File: src/rtl/seq_generator.sv
// seq_generator: serial bit-pattern transmitter.
// Latches a pattern of programmable length and shifts it out MSB-first, one
// bit per clock, repeating it reps+1 times with GAP_LEN idle cycles between
// repetitions. Optional even-parity bit per repetition when SEQ_GEN_PARITY_EN
// is defined.
// Ports:
//   clk        - clock, all logic on posedge
//   rst        - asynchronous active-low reset
//   start      - transmit request, sampled only in IDLE
//   pattern    - bits to send, bit len-1 goes first
//   len        - number of pattern bits, 1..MAX_LEN
//   reps       - extra repetitions (total = reps+1)
//   dout       - serial data bit
//   dout_valid - dout carries a pattern/parity bit
//   busy       - frame in progress (first bit cycle through DONE)
//   done       - one-cycle pulse after the final bit
module seq_generator #(
  parameter int unsigned MAX_LEN = 8,
  parameter int unsigned LEN_W   = 4,
  parameter int unsigned REP_W   = 4,
  parameter int unsigned GAP_LEN = 2
) (
  input  logic               clk,
  input  logic               rst,
  input  logic               start,
  input  logic [MAX_LEN-1:0] pattern,
  input  logic [LEN_W-1:0]   len,
  input  logic [REP_W-1:0]   reps,
  output logic               dout,
  output logic               dout_valid,
  output logic               busy,
  output logic               done
);

  localparam int unsigned GAP_W = (GAP_LEN > 1) ? $clog2(GAP_LEN) : 1;

  typedef enum logic [1:0] {IDLE, SEND, GAP, DONE} state_t;

  state_t             state;
  logic [MAX_LEN-1:0] pat_q;    // latched pattern, MSB-aligned
  logic [MAX_LEN-1:0] shreg;    // bits still to send, next bit at MSB
  logic [LEN_W-1:0]   len_q;
  logic [LEN_W-1:0]   bit_cnt;  // pattern bits remaining after the one on dout
  logic [REP_W-1:0]   rep_cnt;
  logic [GAP_W-1:0]   gap_cnt;
`ifdef SEQ_GEN_PARITY_EN
  logic               par_sent;
`endif

  logic               len_ok_c;
  logic [MAX_LEN-1:0] aligned_c;

  // Left-align the pattern so bit len-1 sits at the MSB and zeros fill below;
  // XOR over the aligned word is then the parity of the transmitted bits.
  assign len_ok_c  = (len != '0) && (len <= LEN_W'(MAX_LEN));
  assign aligned_c = pattern << (LEN_W'(MAX_LEN) - len);

  // State, counters and registered outputs.
  always_ff @(posedge clk or negedge rst) begin
    if (!rst) begin
      state      <= IDLE;
      pat_q      <= '0;
      shreg      <= '0;
      len_q      <= '0;
      bit_cnt    <= '0;
      rep_cnt    <= '0;
      gap_cnt    <= '0;
      dout       <= 1'b0;
      dout_valid <= 1'b0;
      busy       <= 1'b0;
      done       <= 1'b0;
`ifdef SEQ_GEN_PARITY_EN
      par_sent   <= 1'b0;
`endif
    end else begin
      case (state)
        IDLE: begin
          if (start && len_ok_c) begin
            pat_q      <= aligned_c;
            shreg      <= aligned_c << 1;
            len_q      <= len;
            bit_cnt    <= len - 1'b1;
            rep_cnt    <= reps;
            dout       <= aligned_c[MAX_LEN-1];
            dout_valid <= 1'b1;
            busy       <= 1'b1;
            state      <= SEND;
`ifdef SEQ_GEN_PARITY_EN
            par_sent   <= 1'b0;
`endif
          end
        end

        SEND: begin
          if (bit_cnt != '0) begin
            dout    <= shreg[MAX_LEN-1];
            shreg   <= shreg << 1;
            bit_cnt <= bit_cnt - 1'b1;
          end
`ifdef SEQ_GEN_PARITY_EN
          else if (!par_sent) begin
            dout     <= ^pat_q;
            par_sent <= 1'b1;
          end
`endif
          else if (rep_cnt != '0) begin
            rep_cnt <= rep_cnt - 1'b1;
            if (GAP_LEN == 0) begin
              // Back-to-back: restart the pattern directly.
              dout     <= pat_q[MAX_LEN-1];
              shreg    <= pat_q << 1;
              bit_cnt  <= len_q - 1'b1;
`ifdef SEQ_GEN_PARITY_EN
              par_sent <= 1'b0;
`endif
            end else begin
              dout       <= 1'b0;
              dout_valid <= 1'b0;
              gap_cnt    <= GAP_W'(GAP_LEN - 1);
              state      <= GAP;
            end
          end else begin
            dout       <= 1'b0;
            dout_valid <= 1'b0;
            done       <= 1'b1;
            state      <= DONE;
          end
        end

        GAP: begin
          if (gap_cnt == '0) begin
            dout       <= pat_q[MAX_LEN-1];
            shreg      <= pat_q << 1;
            bit_cnt    <= len_q - 1'b1;
            dout_valid <= 1'b1;
            state      <= SEND;
`ifdef SEQ_GEN_PARITY_EN
            par_sent   <= 1'b0;
`endif
          end else begin
            gap_cnt <= gap_cnt - 1'b1;
          end
        end

        DONE: begin
          done  <= 1'b0;
          busy  <= 1'b0;
          state <= IDLE;
        end

        default: begin
          dout       <= 1'b0;
          dout_valid <= 1'b0;
          busy       <= 1'b0;
          done       <= 1'b0;
          state      <= IDLE;
        end
      endcase
    end
  end

endmodule

File: config.mk
export PLATFORM = sky130hd
export DESIGN_NAME = seq_generator
export DESIGN_NICKNAME = d
export VERILOG_FILES = /design/src/rtl/seq_generator.sv
export SDC_FILE = /design/constraint.sdc
export NUM_CORES = 1
export LEC_CHECK = 0
export BUFFER_PORTS_ARGS = -buffer_cell sky130_fd_sc_hd__buf_2
export CORE_ASPECT_RATIO = 0.9
export CORE_MARGIN = 1
export CORE_UTILIZATION = 53
export CTS_CLUSTER_SIZE = 12
export DETAILED_ROUTE_END_ITERATION = 12
export GPL_TIMING_DRIVEN = 0
export HOLD_SLACK_MARGIN = 0.06
export PLACE_DENSITY = 0.76
export SYNTH_ARGS = -nofsm -noshare
export SYNTH_HDL_FRONTEND = slang
export SYNTH_SLANG_ARGS = --single-unit
File: constraint.sdc
create_clock -name clk -period 1.9 [get_ports clk]
set_clock_uncertainty 0.05 [all_clocks]
set_input_delay 0.38 -clock clk [delete_from_list [all_inputs] [get_ports clk]]
set_output_delay 0.38 -clock clk [all_outputs]
set_load 0.01 [all_outputs]
==> results.yml <==
outcome:
  status: "finished, final reports clean"
sta:
  period_needed_ps: 1870
  tns_ps: 0
  tightest_slew_ps: 773
  setup_ws_ps: 34.2
  relSlewSlack: 0.485
  finalCritPeriodShare: 0.982
  drv_slew: 0
  setup_viol: 0
  max_freq_mhz: 536
  finalHoldViolCount: 0
  fin_hold_ws_ps: 108
die:
  start_util: 0.564
  rows: 21
  die_w_um: 69.1
  fp.dieArea_mm2: 0.00431
  coreArea_mm2: 0.00381
  pin_count: 23
  dieHeight_um: 62.4
setup_path:
  path_class: "flop to flop"
  worst-path-buf-inv: 1
  slowest_delay_ps: 430
  start_kind: "flop"
  critical_path.top_delay_family: "adder cells"
  crit_required_ps: 2030
  slowest_stage: "dfrtp_1"
  critPathMaxFanout: 7
  crit_arrival_ps: 1990
  end_kind: "flop"
  worstPathCellList: "buf_4 -> ha_2 -> a22o_1 -> mux2i_2 -> ha_1 -> xor2_1 -> o21ai_0"
final_layout:
  drive_gt1_frac: 0.341
  stdcell_count: 322
  antenna_cells: 0
  final_util: 0.720
  layout_common_cells: "nand2_1, dfrtp_1, o21ai_0"
  fin_area_mm2: 0.00274
  area_growth_pct: 27.7
  fillers: 280
  final_nets: 302
drt:
  wirelength_mm: 5.35
  vias: 1927
  drc_errors: 0
  drt_iter0_drc: 136
  ant_nets: 0
  routedWlPerCell_um: 16.6
  via_per_inst: 5.98
  first_pass_iters: 4
global_route:
  antenna_found_initial: 0
  track_usage: 0.250
  grt_pass1_wl_mm: 8.58
  grt_max_degree: 35
  grt_pass1_vias: 1835
  overflow: 0
synth:
  yosysSeqAreaShare: 0.396
  synthArstFlopShare: 1.00
  synth_seq_cells: 34
  syn_inst: 231
  synth-edff-count: 0
  yosys_warnings: 0
  synth_fp_nets: 258
  yosysUniqueCellTypes: 46
  synthFlopType: "dfrtp_1"
  synth.avg_cell_area_um2: 9.30
  netlist_area_mm2: 0.00215
placement:
  routabilityCongestion: 0.791
  io_buffers: 20
  post-place-ws_ps: -474
  dpl.hpwl_mm: 3.44
  place_inst: 297
  placed_area_mm2: 0.00235
cts:
  cts_hold_buf: 0
  cts.htree.levels: 2
  cts.sinks: 34
  clk_pin_slew_worst_paths_ps: 70
  cts_tree: "built"
  cts_made_buffers: 5
  cts-root-buf: "clkbuf_8"
  insertion_delay_ps: 290
  ctsLongestPathBuffers: 2
power:
  power.density_mw_per_mm2: 1640
  total_power_mw: 4.49
  power_leakage_nw: 1.22
  ir_drop_mv: 0.905
job:
  maxCapViolCount: 0
worst_hold_path:
  hold_class: "input port to asynchronous set/reset pin"
[cells in the mapped netlist (2+ instances only)]
cell | count | area [um2]
nand2_1 | 32 | 120
buf_2 | 3 | 15.0
a31oi_1 | 3 | 18.8
a211o_1 | 2 | 17.5
a211oi_2 | 2 | 25.0
o31ai_1 | 3 | 22.5
a21oi_1 | 8 | 40.0
nor2_1 | 8 | 30.0
o41a_1 | 2 | 22.5
xnor2_1 | 2 | 17.5
mux2_2 | 7 | 78.8
a22o_1 | 6 | 52.6
nand2b_1 | 5 | 31.3
xor2_1 | 2 | 17.5
and2_1 | 2 | 12.5
a221oi_1 | 2 | 17.5
clkbuf_1 | 10 | 37.5
o21ai_0 | 30 | 150
nor2b_1 | 3 | 18.8
dfrtp_1 | 34 | 851
nor3_1 | 2 | 10.0
inv_1 | 9 | 33.8
ha_1 | 8 | 100
nand3_1 | 8 | 40.0
o31a_1 | 2 | 17.5
a221o_1 | 3 | 30.0
mux2i_1 | 14 | 140
[metal layers]
metal	vias to the layer above	part of all wire	track usage
met4	0	0.018	0.105
met3	13	0.043	0.0581
li1	918	-	-
met2	43	0.48	0.402
met5	-	0	0
met1	953	0.46	0.326
[report_power, final]
| part | internal, mW | switching [mW] | total [mW] | leakage [nW] |
|---|---|---|---|---|
| clock | 0.366 | 0.262 | 0.628 | 0.0575 |
| sequential | 1.05 | 0.252 | 1.30 | 0.422 |
| combinational | 1.23 | 1.33 | 2.56 | 0.737 |
| total | 2.64 | 1.85 | 4.49 | 1.22 |
[timing repair]
action,in CTS,in global routing
gates cloned,0,1
resized for setup,16,25
pin swaps,4,8
setup endpoints to repair,22,28
hold endpoints to repair,0,0
setup buffers,4,15
[logic make-up after synthesis]
group,count (synthesis),synth area share
flip-flops,34,0.396
buffers and inverters,23,0.0437
AO/OA/AOI/OAI,70,0.223
XOR/XNOR,5,0.0239
AND/OR/NAND/NOR,70,0.165
multiplexers,21,0.102
adder cells (fa/ha/maj),8,0.0466
[path summary, 6_finish.rpt]
check | from | end | slack (ps) | depth (start not counted)
max | state[1] | bit_cnt[2] | 30 | 7
min | rst | dout_valid | 110 | 1
max reg2reg | state[1] | bit_cnt[2] | 30 | 7
min reg2reg | shreg[1] | shreg[1] | 440 | 2
max in group asynchronous | rst | state[0] | 1150 | 1
min in group clk | reps[3] | rep_cnt[3] | 280 | 3
[cell type report]
type	count	area (um2)	share of cell area
Multi-Input combinational cell	175	1360	0.495
Buffer	11	81.3	0.0296
Clock buffer	8	110	0.0401
Tap cell	46	57.6	0.0210
Inverter	9	36.3	0.0132
Timing Repair Buffer	39	246	0.0898
Sequential cell	34	853	0.311
[state kept, by name (all words and copies together), names as in the netlist]
register and cells:
pat_q 8, shreg 7, bit_cnt 4, len_q 4, rep_cnt 4, state 2, busy 1, done 1
dout 1, dout_valid 1, gap_cnt 1
No activity file was read; power rests on OpenSTA's default activity.
